===== src/rtl/exec_controller.sv =====
// Run/halt/step/breakpoint execution controller with saturating cycle counter.
// Define EXEC_CTRL_BREAKPOINT_EN to build the breakpoint logic and BRK state.
module exec_controller #(
    parameter int I_ADDR_W = 12,
    parameter int COUNT_W  = 16
) (
    input  logic                clk,
    input  logic                reset,
    input  logic                run_req,
    input  logic                halt_req,
    input  logic                step_req,
    input  logic                halt_instr,
    input  logic [I_ADDR_W-1:0] pc,
    input  logic [I_ADDR_W-1:0] bp_addr,
    input  logic                bp_valid,
    input  logic                clr_count,
    output logic                cpu_en,
    output logic [1:0]          state,
    output logic [1:0]          stop_cause,
    output logic                step_done,
    output logic [COUNT_W-1:0]  cycle_count
);

    typedef enum logic [1:0] {
        S_HALTED = 2'd0,
        S_RUN    = 2'd1,
        S_STEP   = 2'd2,
        S_BRK    = 2'd3
    } state_t;

    localparam logic [1:0] C_REQ  = 2'd0;
    localparam logic [1:0] C_HALT = 2'd1;
    localparam logic [1:0] C_BP   = 2'd2;
    localparam logic [1:0] C_STEP = 2'd3;

    state_t               r_state;
    state_t               w_state_nxt;
    logic [1:0]           r_cause;
    logic [1:0]           w_cause_nxt;
    logic                 r_step_done;
    logic                 r_bp_skip;
    logic                 w_bp_skip_nxt;
    logic                 w_bp_hit;
    logic [COUNT_W-1:0]   r_count;

`ifdef EXEC_CTRL_BREAKPOINT_EN
    assign w_bp_hit = bp_valid && (pc == bp_addr) && !r_bp_skip;
`else
    logic w_unused;
    assign w_bp_hit = 1'b0;
    assign w_unused = &{1'b0, bp_valid, bp_addr, pc};
`endif

    always_comb begin
        cpu_en = ((r_state == S_RUN) && !w_bp_hit) || (r_state == S_STEP);
    end

    always_comb begin
        w_state_nxt   = r_state;
        w_cause_nxt   = r_cause;
        // Skip is held until the resumed instruction actually executes
        w_bp_skip_nxt = cpu_en ? 1'b0 : r_bp_skip;
        unique case (r_state)
            S_HALTED, S_BRK: begin
                if (halt_req) begin
                    w_state_nxt = S_HALTED;
                    if (r_state == S_BRK) w_cause_nxt = C_REQ;
                end else if (step_req) begin
                    w_state_nxt   = S_STEP;
                    w_bp_skip_nxt = 1'b1;
                end else if (run_req) begin
                    w_state_nxt   = S_RUN;
                    w_bp_skip_nxt = 1'b1;
                end
            end
            S_RUN: begin
                if (cpu_en && halt_instr) begin
                    w_state_nxt = S_HALTED;
                    w_cause_nxt = C_HALT;
                end else if (halt_req) begin
                    w_state_nxt = S_HALTED;
                    w_cause_nxt = C_REQ;
                end else if (w_bp_hit) begin
                    w_state_nxt = S_BRK;
                    w_cause_nxt = C_BP;
                end
            end
            S_STEP: begin
                w_state_nxt = S_HALTED;
                w_cause_nxt = halt_instr ? C_HALT : C_STEP;
            end
            default: begin
                w_state_nxt = S_HALTED;
            end
        endcase
    end

    always_ff @(posedge clk or posedge reset) begin
        if (reset) begin
            r_state     <= S_HALTED;
            r_cause     <= C_REQ;
            r_step_done <= 1'b0;
            r_bp_skip   <= 1'b0;
        end else begin
            r_state     <= w_state_nxt;
            r_cause     <= w_cause_nxt;
            r_step_done <= (r_state == S_STEP);
            r_bp_skip   <= w_bp_skip_nxt;
        end
    end

    always_ff @(posedge clk or posedge reset) begin
        if (reset) begin
            r_count <= '0;
        end else if (clr_count) begin
            r_count <= '0;
        end else if (cpu_en && (r_count != {COUNT_W{1'b1}})) begin
            r_count <= r_count + 1'b1;
        end
    end

    assign state       = r_state;
    assign stop_cause  = r_cause;
    assign step_done   = r_step_done;
    assign cycle_count = r_count;

endmodule


===== config.mk =====
export PLATFORM = sky130hd
export DESIGN_NAME = exec_controller
export DESIGN_NICKNAME = d
export VERILOG_FILES = /design/src/rtl/exec_controller.sv
export SDC_FILE = /design/constraint.sdc
export NUM_CORES = 1
export LEC_CHECK = 0
export BUFFER_PORTS_ARGS = -buffer_cell sky130_fd_sc_hd__clkbuf_2
export CAP_MARGIN = 20
export CORE_MARGIN = 5
export CORE_UTILIZATION = 50
export DETAILED_ROUTE_END_ITERATION = 7
export PLACE_DENSITY = 0.82
export SETUP_SLACK_MARGIN = 0.4
export SLEW_MARGIN = 30
export SYNTH_ARGS = -nofsm -noshare
export SYNTH_HDL_FRONTEND = slang
export SYNTH_SLANG_ARGS = --single-unit
export TNS_END_PERCENT = 50

===== constraint.sdc =====
create_clock -name clk -period 3.95 [get_ports clk]
set_input_delay 0.395 -clock clk [delete_from_list [all_inputs] [get_ports clk]]
set_output_delay 0.395 -clock clk [all_outputs]
set_load 0.03 [all_outputs]

==> qor.yml <==
synthesis:
  syn_area_per_cell_sq_um: 9.76
  async_flop_share: 1.00
  postSynth.topFlopCell: "dfrtp_1"
  synth.ff_latch_count: 21
  netlist_area_sq_mm: 0.00121
  postSynthCellCount: 124
  number_of_synthesized_flops_with_an_enable_pin: 0
  ys_types: 34
  yosysSeqAreaShare: 0.434
  synth.net_count: 161
  yosys_warnings: 0
drt:
  route.detailed.drc: 0
  drtAntennaViolNets: 0
  firstDrtPassIters: 4
  route.vias.total: 1075
  wire_per_inst_microns: 14.2
  drt_iter0_markers: 36
  final_wirelength_microns: 2530
  detail_route.vias_per_cell: 6.04
timing:
  fmax_mhz: 432
  report.final.hold_viol_count: 0
  timing.final.setup_violations: 0
  rsz0062_at_grt: "false"
  fin_ws_ps: 1630
  worst_clock_skew_ps: 5.53
  fin_setup_tns_ps: 0
  timing.final.crit_period_ps: 2320
  final.period_utilization: 0.586
  slew_violations: 0
  max-slew-margin-rel: 0.480
  worst_slew_pin_slew_ps: 779
clock_tree:
  cts-hold-fix-buffers: 0
  cts_buffer_depth: 2
  clock_latency_on_the_worst_skew_pair_ps: 300
  cts_resized: 0
  cts.clk_slew.worst_paths_ps: 110
  numClockSinks: 21
  cts-buffers-inserted: 3
  cts-root-buf: "clkbuf_4"
  postCtsSetupBuffers: 0
  tritoncts: "done"
  h-tree-depth: 1
global_route:
  globalRouteMet1Util: 0.214
  grt-ovfl-total: 0
  grtUsageMet3: 0.0436
  global_route.usage.met2: 0.243
  grt_max_degree: 22
  grt.total_usage: 0.157
  grt_pass1_vias: 953
  grt.busiest_layer: "met2"
  grt_antenna_before_repair: 0
  grt_first_pass_wirelength_microns: 4250
power_and_ir_drop:
  power.ir.vdd_worst_uv: 326
  pwr-share-comb: 0.234
  p_per_area_mw_per_mm2: 322
  power_frac_clock: 0.231
  p_int_uw: 295
  seqPwrFrac: 0.535
  p_sw_frac: 0.327
  fin_total_pwr_uw: 439
  total_switching_power_uw: 143
  leakagePower_nw: 0.606
place:
  placer_congestion_estimate: 0.746
  number_of_placed_cells_counting_well_taps: 174
  placement.setup.worst_slack_ps: 1650
  detailedPlacementHpwl_microns: 1870
  port_buffers: 28
layout:
  final-instance-count-excl-fill: 178
  layout-area-overhead-vs-synth_pct: 12.4
  antenna-diode-count: 0
  layout.nets: 188
  layout-drive-gt1-share: 0.233
floorplanning:
  std_cell_rows: 17
  chipHeight_microns: 59.2
  initial_util: 0.537
  full_die_area_sq_mm: 0.00350
  coreArea_sq_mm: 0.00225
  die-width_microns: 59.2
  io_pins: 54
worst_setup_path:
  worst_setup_path_start_kind: "register"
  timing.critical_path.cells: "ha_1, nand4_1, o41ai_4, nor4_1, mux2_1"
  cpPeakStageDelay_ps: 800
  cp_data_arrival_time_ps: 2510
  path_max_fanout: 15
  worst_path_max_delay_cell: "o41ai_4"
  worstSetupEndpointType: "register"
  worst-endpoint-required_ps: 4150
  worst-setup-path-type: "reg -> reg"
worst_hold_path:
  timing.hold.worst.class: "in -> async"
run:
  cap_violations: 0
outcome:
  run_status: "finished, final reports clean"
-- sequential cells by signal, indices dropped and copies added, names as in the netlist --
register,flops
cycle_count,16
state,2
step_done,1
stop_cause,2
-- critical path: cells and delay by family (launching register included) --
family,cells,cell delay [ps]
simple gates,2,340
mux,1,350
fa+ha+maj,1,280
flops,1,450
compound gates,1,800
-- final cells by class --
| type | count | area, sq um |
|---|---|---|
| sequential | 21 | 526 |
| clock buffer | 4 | 26.3 |
| multi-input combinational | 90 | 607 |
| fill | 211 | 895 |
| inverter | 7 | 26.3 |
| tap | 28 | 35.0 |
| timing repair buffer | 28 | 140 |
-- metrics by stage --
stage          utilization  hold slack [ps]  cell area (sq um)
3_5_place_dp         0.592              509               1330
2_1_floorplan            -              372               1210
3_3_place_gp         0.592              493               1330
5_1_grt              0.603              270               1360
6_report             0.603              194               1360
4_1_cts              0.603              231               1360
-- final timing paths --
kind	startpoint	end	cells past startpoint	slack, ps
worst max register to register	cycle_count[0]	cycle_count[15]	5	1630
worst max-delay path	cycle_count[0]	cycle_count[15]	5	1630
worst min-delay path	reset	step_done	2	190
max in group asynchronous	reset	stop_cause[0]	2	3260
min in group clk	halt_req	state[1]	2	340
worst min register to register	stop_cause[1]	stop_cause[1]	1	520
-- synth_stat cells (all sizes together) (3+ instances only) --
cell type	n	area share
a21oi	15	0.062
buf	3	0.028
dfrtp	21	0.43
ha	5	0.052
inv	7	0.022
nand2	6	0.019
nand3	7	0.033
nand4	3	0.016
nor2	8	0.025
nor3	3	0.012
o21ai	4	0.017
o31ai	8	0.050
o41ai	4	0.044
or3	3	0.017
or4	8	0.050
-- power groups by stage --
stage	clock network, mW	logic (mW)	registers, mW
after global routing	0.115	0.112	0.237
after detailed placement	0	0.104	0.239
final	0.101	0.103	0.235
after floorplan	0	0.0662	0.257
after global placement	0	0.101	0.238
after CTS	0.106	0.104	0.235
-- layout by cell type (no fill, tap or decap), types with 2 or more instances in the layout --
cell	count
and3_1	2
o31ai_1	8
nor2_1	8
nand4_1	3
or3_1	2
nand2_1	6
a21oi_1	15
a211oi_1	2
o41ai_1	3
dfrtp_1	21
nor3_1	3
nor4_1	2
nand3_1	6
inv_1	7
or4_1	8
clkbuf_2	28
clkbuf_4	3
o21ai_0	4
ha_1	5
-- routing by layer --
| metal | vias to the layer above | share of wire |
|---|---|---|
| met4 | 0 | 0.0079 |
| li1 | 528 | - |
| met5 | - | 0 |
| met1 | 517 | 0.45 |
| met3 | 2 | 0.055 |
| met2 | 28 | 0.49 |
-- cells by family after synthesis --
family / synth area share
buffers and inverters: 0.0641
DFF: 0.434
xor gates and xnor gates: 0.00724
AOI/OAI and AO/OA: 0.201
adders and majority gates: 0.0517
muxes: 0.0269
and+or+nand+nor: 0.215
(Power assumes the default switching activity.)
